## config.mk

```make
export PLATFORM = sky130hd
export DESIGN_NAME = servo_pwm_gen_flat
export DESIGN_NICKNAME = d
export VERILOG_FILES = /design/src/rtl/servo_pkg.sv /design/src/rtl/servo_pwm_gen_if.sv /design/src/rtl/servo_slew_limiter.sv /design/src/rtl/servo_pwm_gen.sv /design/src/flat_wrapper.sv
export SDC_FILE = /design/constraint.sdc
export NUM_CORES = 1
export LEC_CHECK = 0
export ABC_AREA = 1
export BUFFER_PORTS_ARGS = -buffer_cell sky130_fd_sc_hd__buf_4
export CAP_MARGIN = 10
export CORE_AREA = 8 8 90 92
export DETAILED_ROUTE_END_ITERATION = 12
export DIE_AREA = 0 0 98 100
export HOLD_SLACK_MARGIN = 0.12
export PLACE_DENSITY = 0.82
export SLEW_MARGIN = 30
export SYNTH_ARGS = -nofsm -noshare
export SYNTH_HDL_FRONTEND = slang
export SYNTH_SLANG_ARGS = --single-unit
```

## constraint.sdc

```tcl
create_clock -name clk -period 2.6 [get_ports clk]
set_input_delay 0.39 -clock clk [delete_from_list [all_inputs] [get_ports clk]]
set_output_delay 0.39 -clock clk [all_outputs]
set_load 0.01 [all_outputs]
```

## src/rtl/servo_pkg.sv

```systemverilog
// ---------------------------------------------------------------------------
// servo_pkg
// Shared constants for the servo pulse-width path: value width, default PWM
// timing (50 MHz clock, 20 ms period) and the pulse-width codes produced by
// the angle decoder, so decoder and generator agree on the same numbers.
// ---------------------------------------------------------------------------
package servo_pkg;

    localparam int SERVO_W           = 20;
    localparam int SERVO_PERIOD      = 1000000;  // 20 ms at 50 MHz
    localparam int SERVO_MIN_WIDTH   = 10000;
    localparam int SERVO_MAX_WIDTH   = 100000;
    localparam int SERVO_RESET_WIDTH = 70000;    // the "no change" width
    localparam int SERVO_STEP        = 0;        // 0 = jump straight to target

    typedef logic [SERVO_W-1:0] servo_width_t;

    // Decoder output codes (pulse widths in clk cycles).
    localparam servo_width_t SERVO_LEFT     = 20'd62500;
    localparam servo_width_t SERVO_RIGHT    = 20'd10000;
    localparam servo_width_t SERVO_RELEASED = 20'd75000;
    localparam servo_width_t SERVO_HOLD     = 20'd70000;
    localparam servo_width_t SERVO_FIRE     = 20'd15000;
    localparam servo_width_t SERVO_RECOIL   = 20'd60000;

endpackage

```

## src/rtl/servo_pwm_gen_if.sv

```systemverilog
// ---------------------------------------------------------------------------
// servo_pwm_gen_if
// Bundles the per-servo request and status signals.
//   value        : requested pulse width in cycles (master -> generator)
//   en           : output enable                    (master -> generator)
//   pwm_out      : registered servo PWM waveform    (generator -> master)
//   period_start : one-cycle pulse at counter 0     (generator -> master)
//   cur_width    : pulse width in effect this period(generator -> master)
//   ramping      : cur_width has not reached target (generator -> master)
// ---------------------------------------------------------------------------
interface servo_pwm_gen_if #(
    parameter int W = 20
);
    logic [W-1:0] value;
    logic         en;
    logic         pwm_out;
    logic         period_start;
    logic [W-1:0] cur_width;
    logic         ramping;

    modport master (
        output value,
        output en,
        input  pwm_out,
        input  period_start,
        input  cur_width,
        input  ramping
    );

    modport slave (
        input  value,
        input  en,
        output pwm_out,
        output period_start,
        output cur_width,
        output ramping
    );
endinterface

```

## src/rtl/servo_slew_limiter.sv

```systemverilog
// ---------------------------------------------------------------------------
// servo_slew_limiter
// Combinational clamp of the requested width into [MIN_WIDTH, MAX_WIDTH] and
// one slew step of the current width toward that clamped target.
//   cur_i      : width in effect for the period now ending
//   value_i    : raw requested width
//   next_cur_o : width to use for the next period
//   target_o   : clamped request
// ---------------------------------------------------------------------------
module servo_slew_limiter #(
    parameter int W         = 20,
    parameter int MIN_WIDTH = 10000,
    parameter int MAX_WIDTH = 100000,
    parameter int STEP      = 0
) (
    input  logic [W-1:0] cur_i,
    input  logic [W-1:0] value_i,
    output logic [W-1:0] next_cur_o,
    output logic [W-1:0] target_o
);
    localparam logic [W-1:0] MIN_W  = W'(MIN_WIDTH);
    localparam logic [W-1:0] MAX_W  = W'(MAX_WIDTH);
    localparam logic [W-1:0] STEP_W = W'(STEP);

    always_comb begin
        target_o = value_i;
        if (value_i < MIN_W) begin
            target_o = MIN_W;
        end else if (value_i > MAX_W) begin
            target_o = MAX_W;
        end
    end

    generate
        if (STEP == 0) begin : gen_jump
            assign next_cur_o = target_o;
        end else begin : gen_slew
            // Direction is decided before subtracting so the difference can
            // never wrap in W bits.
            always_comb begin
                next_cur_o = target_o;
                if (target_o >= cur_i) begin
                    if ((target_o - cur_i) > STEP_W) begin
                        next_cur_o = cur_i + STEP_W;
                    end
                end else begin
                    if ((cur_i - target_o) > STEP_W) begin
                        next_cur_o = cur_i - STEP_W;
                    end
                end
            end
        end
    endgenerate

endmodule

```

## src/rtl/servo_pwm_gen.sv

```systemverilog
// ---------------------------------------------------------------------------
// servo_pwm_gen
// Free-running servo PWM generator. The requested width and enable are only
// sampled at the period boundary, so the waveform never contains runt or
// stretched pulses.
//   clk : system clock
//   rst : synchronous active-high reset
//   bus : servo_pwm_gen_if.slave (value/en in; pwm_out, period_start,
//         cur_width, ramping out)
// ---------------------------------------------------------------------------
module servo_pwm_gen
    import servo_pkg::*;
#(
    parameter int W           = SERVO_W,
    parameter int PERIOD      = SERVO_PERIOD,
    parameter int MIN_WIDTH   = SERVO_MIN_WIDTH,
    parameter int MAX_WIDTH   = SERVO_MAX_WIDTH,
    parameter int STEP        = SERVO_STEP,
    parameter int RESET_WIDTH = SERVO_RESET_WIDTH
) (
    input  logic           clk,
    input  logic           rst,
    servo_pwm_gen_if.slave bus
);
    localparam logic [W-1:0] PERIOD_LAST = W'(PERIOD - 1);
    localparam logic [W-1:0] RESET_W     = W'(RESET_WIDTH);

    logic [W-1:0] cnt_q, cnt_d;
    logic         period_start_q;
    logic [W-1:0] cur_width_q, cur_width_d;
    logic [W-1:0] target_q, target_d;
    logic         en_lat_q, en_lat_d;
    logic         pwm_q, pwm_d;
    logic         ramping_q, ramping_d;
    logic         restart_q;
    logic         boundary;

    logic [W-1:0] slew_next;
    logic [W-1:0] slew_target;

    servo_slew_limiter #(
        .W         (W),
        .MIN_WIDTH (MIN_WIDTH),
        .MAX_WIDTH (MAX_WIDTH),
        .STEP      (STEP)
    ) u_slew (
        .cur_i      (cur_width_q),
        .value_i    (bus.value),
        .next_cur_o (slew_next),
        .target_o   (slew_target)
    );

    // A period begins on the wrap PERIOD-1 -> 0, and also on the first edge
    // after reset releases: restart_q holds the counter at 0 for that edge so
    // period_start appears the cycle after release, and the new period samples
    // value/en exactly like any other.
    assign boundary = restart_q || (cnt_q == PERIOD_LAST);

    always_comb begin
        cnt_d       = boundary ? '0 : cnt_q + W'(1);
        cur_width_d = cur_width_q;
        target_d    = target_q;
        en_lat_d    = en_lat_q;
        if (boundary) begin
            cur_width_d = slew_next;
            target_d    = slew_target;
            en_lat_d    = bus.en;
        end
        ramping_d = (cur_width_d != target_d);
        // Compare uses this cycle's count, so the pulse starts the cycle
        // after period_start and lasts exactly cur_width cycles.
        pwm_d     = en_lat_q && (cnt_q < cur_width_q);
    end

    always_ff @(posedge clk) begin
        if (rst) begin
            cnt_q          <= '0;
            period_start_q <= 1'b0;
            cur_width_q    <= RESET_W;
            target_q       <= RESET_W;
            en_lat_q       <= 1'b0;
            pwm_q          <= 1'b0;
            ramping_q      <= 1'b0;
            restart_q      <= 1'b1;
        end else begin
            cnt_q          <= cnt_d;
            period_start_q <= boundary;
            cur_width_q    <= cur_width_d;
            target_q       <= target_d;
            en_lat_q       <= en_lat_d;
            pwm_q          <= pwm_d;
            ramping_q      <= ramping_d;
            restart_q      <= 1'b0;
        end
    end

    assign bus.pwm_out      = pwm_q;
    assign bus.period_start = period_start_q;
    assign bus.cur_width    = cur_width_q;
    assign bus.ramping      = ramping_q;

endmodule

```

## src/flat_wrapper.sv

```systemverilog
// flat-port wrapper written by rule: the top's interface ports become plain ports
module servo_pwm_gen_flat import servo_pkg::*;
#(
    parameter int W           = SERVO_W,
    parameter int PERIOD      = SERVO_PERIOD,
    parameter int MIN_WIDTH   = SERVO_MIN_WIDTH,
    parameter int MAX_WIDTH   = SERVO_MAX_WIDTH,
    parameter int STEP        = SERVO_STEP,
    parameter int RESET_WIDTH = SERVO_RESET_WIDTH
)
  (clk, rst, bus_value, bus_en, bus_pwm_out, bus_period_start, bus_cur_width, bus_ramping);
  servo_pwm_gen_if #(.W(W)) bus_i ();
  input  logic clk;
  input  logic rst;
  input wire logic [$bits(bus_i.value)-1:0] bus_value;
  input wire logic [$bits(bus_i.en)-1:0] bus_en;
  output wire logic [$bits(bus_i.pwm_out)-1:0] bus_pwm_out;
  output wire logic [$bits(bus_i.period_start)-1:0] bus_period_start;
  output wire logic [$bits(bus_i.cur_width)-1:0] bus_cur_width;
  output wire logic [$bits(bus_i.ramping)-1:0] bus_ramping;
  assign bus_i.value = bus_value;
  assign bus_i.en = bus_en;
  assign bus_pwm_out = bus_i.pwm_out;
  assign bus_period_start = bus_i.period_start;
  assign bus_cur_width = bus_i.cur_width;
  assign bus_ramping = bus_i.ramping;
  servo_pwm_gen #(.W(W), .PERIOD(PERIOD), .MIN_WIDTH(MIN_WIDTH), .MAX_WIDTH(MAX_WIDTH), .STEP(STEP), .RESET_WIDTH(RESET_WIDTH)) u_core (.clk(clk), .rst(rst), .bus(bus_i));
endmodule
```

Word level (Yosys, flattened, before mapping)
Index checks and enable logic that the tools add are counted.
{"block": "op_classes", "add_sub_neg": 1, "order_cmp": 3, "n_eq_ne": 2, "muxes": 5, "n_reduce_logical": 3}
{"cell": "20-bit 2-to-1 mux", "count": 4}
{"cell": "20-bit by 1-bit adder with 20-bit output, second input constant", "count": 1}
{"cell": "20-bit equality test, second input constant", "count": 1}
{"cell": "20-bit by 17-bit > comparator with 1-bit output, second input constant", "count": 1}
{"cell": "20-bit by 14-bit < comparator with 1-bit output, second input constant", "count": 1}
{"cell": "20-bit < comparator", "count": 1}
{"cell": "20-bit inequality test", "count": 1}
{"cell": "2-bit OR reduction", "count": 1}
{"cell": "1-bit logical AND", "count": 1}
{"cell": "1-bit logical OR", "count": 1}
{"cell": "1-bit 2-to-1 mux", "count": 1}
{"block": "totals", "register_bits": 65, "in_bits": 23, "output_inout_bits": 23}

Logic depth before layout (Yosys ltp)
{"block": "depth", "depth_word": 5, "ltp_mapped": 16, "mapped_depth_nobuf": 15}

Modules after synthesis
From an unflattened synthesis, not the netlist that was laid out.
{"block": "unflattened", "cells_unflattened": 750, "hier_area_um2": 4566.9}
{"module": "servo_pwm_gen", "instances": 1, "cells_each": 648, "area_each_um2": 3992.6}
{"module": "servo_slew_limiter", "instances": 1, "cells_each": 102, "area_each_um2": 574.3}

Least setup slack after synthesis
No wires, ideal clock.
{"block": "synth_path", "kind": "reg-to-reg", "from": "register u_core.cnt_q[0]", "to": "register u_core.ramping_q, in the netlist u_core.bus.ramping", "setup_ns": 0.110, "arrival_time_ns": 1.618, "t_required_ns": 2.490, "slack_ns": 0.873, "stages_incl_launch_ff": 16, "synth_period_minus_slack_ns": 1.727, "cell_sequence": "dfxtp_1 ha_1 nand3_1 nor2_2 nand3_4 nand2_4 inv_2 buf_6 nand3_2 nand2_1 nor2_1 nand2_1 nor2_1 nand3_1 nand2_1 inv_1"}
{"block": "synth_via", "elab_chain_cells": 4, "elab_cells_between_ends": 5, "classes_between": "2 x eq/ne; 2 x mux; 1 x reduce/logical"}
{"item": "from (decl)", "line": "servo_pwm_gen.sv:28", "source": "logic [W-1:0] cnt_q, cnt_d;"}
{"item": "from (signal assigned)", "line": "servo_pwm_gen.sv:86", "source": "cnt_q <= cnt_d;"}
{"item": "20-bit equality test (*)", "line": "servo_pwm_gen.sv:57", "source": "assign boundary = restart_q || (cnt_q == PERIOD_LAST);"}
{"item": "1-bit logical OR (*)", "line": "servo_pwm_gen.sv:57"}
{"item": "20-bit 2-to-1 mux", "line": "servo_pwm_gen.sv:64", "source": "if (boundary) begin"}
{"item": "20-bit inequality test (*)", "line": "servo_pwm_gen.sv:69", "source": "ramping_d = (cur_width_d != target_d);"}
{"item": "to (signal assigned)", "line": "servo_pwm_gen.sv:92", "source": "ramping_q <= ramping_d;"}
{"item": "to (decl)", "line": "servo_pwm_gen.sv:34", "source": "logic ramping_q, ramping_d;"}
Mark *: on every way between the ends. The rest lies on a longest branch, timed or not.
A chain may end at the register's enable or synchronous reset.

Worst setup path after layout
Ends and elaborated chain as after synthesis.

==> impl_metrics.csv <==
group,metric,value,unit
global_route,grt_max_degree,33,
cts,clk-insertion-delay-late,0.35,ns
synth,synthArstFlopShare,0,%
sta,finalSetupTns,0,ns
die,rows,30,
die,initial_utilization,53.39,%
worst_setup_path,critPathArrivalTime,2.34,ns
cts,cts_tree,"yes",
worst_setup_path,cp-end-kind,"flop",
sta,maxSlewHeadroom,61.12,%
sta,clock_skew,0.01041,ns
sta,rsz0062_at_grt,"false",
sta,maxSlewViolCount,0,
cts,cts_buffer_depth,2,
cts,clockRootBuffer,"clkbuf_8",
sta,fmax,479.0,MHz
drt,wl_per_cell,13.52,µm
drt,first_iter_violations,223,
global_route,grt_pass1_wl,14830,µm
drt,antenna_left,0,
worst_setup_path,r2r_start,"u_core.cnt_q[0]",
global_route,grt_use_total,18.62,%
die,die_area,0.009800,mm²
worst_hold_path,hold_path_class,"input port to flop",
place,portBuffers,45,
synth,yosysTopAreaCellShare,36.68,%
drt,drt_pre_antenna_iters,4,
synth,syn_inst,517,
power,total_power,0.002181,W
synth,yosys-top-cells-area,"dfxtp_1 37%, nand2_1 10%, inv_1 7.8%",
sta,hold_violations,0,
power,ir_drop,0.3037,mV
sta,finalWorstPathRequiredPeriod,2.088,ns
cts,cts_setup_buffers,0,
cts,holdBufCountCts,0,
final_layout,diodes,0,
synth,synth_edf_count,0,
drt,vias,3500,
place,dp_cells,630,
place,hpwl,6606,µm
synth,synth-seq-cells,65,
worst_setup_path,startpoint,"u_core.cnt_q[0]",
die,die_h,100,µm
cts,clk_pin_slew_worst_paths,0.07,ns
outcome,outcome,"complete, no violations",
final_layout,nets,604,
worst_hold_path,worstHoldStart,"bus_en",
synth,syn_nets,560,
final_layout,final_util,62.35,%
worst_setup_path,crit_required,2.85,ns
synth,synth_commonest_cells,"96 x nand2_1, 74 x inv_1, 68 x nor2_1",
drt,drc_errors,0,
worst_setup_path,start_kind,"flop",
cts,cts.sinks,65,
global_route,grt_antenna_before_repair,0,
synth,yosys.cell_count.top_type,"nand2_1",
drt,via_per_inst,5.418,
power,p_leak,1.937,nW
synth,syn_area,0.003547,mm²
synth,yosysWarnings,0,
global_route,gr-total-overflow,0,
synth,yosysUniqueCellTypes,35,
cts,h-tree-depth,3,
final_layout,nFillCells,594,
final_layout,area_growth,16.79,%
sta,worst_slew_pin_slew,0.5816,ns
synth,avgSynthCellArea,6.861,µm²
synth,synth_flop_cell,"dfxtp_1",
worst_setup_path,worstPathMaxFanout,24,
worst_setup_path,path_class,"flop to flop",
cts,ctsResizeCount,0,
cts,cts_buffers,9,
worst_setup_path,rrSetupSlack,0.51,ns
global_route,grt_pass1_vias,3295,
die,die_w,98,µm
sta,finalSetupViolations,0,
synth,yosys.area.top_type,"dfxtp_1",
power,powerDensity,526.5,mW/mm²
final_layout,drive_gt1_share,13.60,%
die,fp.coreArea,0.006644,mm²
synth,seq_area_frac_synth,36.68,%
final_layout,stdcell_count,646,
sta,fin_crit_sh,80.30,%
die,ios,46,
place,gp_congestion,0.8989,
drt,wl,8733,µm
job,maxCapViolCount,0,
## metrics by stage
| stage | worst slack [ns] | hold slack (ns) | area [µm²] |
|---|---|---|---|
| after floorplan | 0.8726 | 0.4177 | 3547 |
| after detailed placement | 0.3850 | 0.4485 | 3948 |
| after global placement | 0.5569 | 0.4422 | 3948 |
| final | 0.5122 | 0.2516 | 4143 |
| after CTS | 0.5238 | 0.2460 | 4143 |
| after global routing | 0.3117 | 0.2531 | 4143 |
## cells by family after synthesis
logic type,Yosys count,synth area share [%]
AOI/OAI and AO/OA,56,8.325
xor gates and xnor gates,8,1.975
adders and majority gates,20,7.055
buffers and inverters,96,10.69
DFF,65,36.68
and+or+nand+nor,272,35.27
## critical path: stages, from the launching register on
cell and delay [ns]:
dfxtp_1 0.37, ha_1 0.20, nand3_1 0.12, nor2_2 0.18, nand3_4 0.10, nand2_4 0.22
inv_2 0.19, nand3_1 0.11, nand2_1 0.05, inv_1 0.05, nand2_1 0.04, nor2_1 0.15
nand3_1 0.09, nand2_1 0.06, inv_1 0.03
## path summary, 6_finish.rpt
| path | endpoint | depth (start not counted) |
|---|---|---|
| setup / recovery | u_core.bus.ramping | 14 |
| hold / removal | u_core.en_lat_q | 3 |
| setup reg to reg | u_core.bus.ramping | 14 |
| hold reg to reg | u_core.bus.pwm_out | 2 |
## power by group
part / internal [W] / total, W / switching [W]
combinational: 0.000107 / 0.000258 / 0.000151
sequential: 0.00103 / 0.00107 / 0.0000340
clock: 0.000462 / 0.000854 / 0.000393
## layout make-up
| type | instances | area, µm² | area share, % |
|---|---|---|---|
| clock buffers | 10 | 137.6 | 3.322 |
| clock inverters | 6 | 57.56 | 1.389 |
| inverters | 77 | 289.0 | 6.977 |
| multi-input cells | 356 | 1867 | 45.06 |
| flip-flops and latches | 65 | 1301 | 31.41 |
| well taps | 80 | 100.1 | 2.416 |
| repair buffers | 52 | 390.4 | 9.423 |
## cell usage in the layout (no fill, tap or decap), types with 2 or more instances in the layout
cell / synthesis / final
nand2_1: 96 / 96
inv_1: 74 / 74
nor2_1: 68 / 68
dfxtp_1: 65 / 65
buf_4: 1 / 52
nand4_1: 41 / 41
nand3_1: 32 / 32
a21oi_1: 27 / 27
nor3_1: 22 / 22
o21ai_0: 21 / 21
ha_1: 20 / 20
clkbuf_8: 0 / 10
xor2_1: 6 / 6
clkinv_2: 0 / 4
inv_2: 2 / 2
nor2_2: 2 / 2
o21ai_1: 2 / 2
xnor2_1: 2 / 2
nor4_1: 2 / 2
nor3b_1: 2 / 2
o211ai_1: 2 / 2
## sequential cells by signal (all words and copies together), names as in the netlist
signal,cells
u_core.target_q,20
u_core.bus.pwm_out,1
u_core.restart_q,1
u_core.bus.ramping,1
u_core.bus.period_start,1
u_core.bus.cur_width,20
u_core.en_lat_q,1
u_core.cnt_q,20
## layer usage
layer | routed length (µm) | global-route usage (%) | up-vias
li1 | - | - | 1793
met1 | 3776 | 20.09 | 1601
met2 | 4293 | 32.93 | 88
met3 | 433 | 4.291 | 18
met4 | 231 | 10.67 | 0
met5 | 0 | 0 | -
No activity file was read; power rests on OpenSTA's default activity.
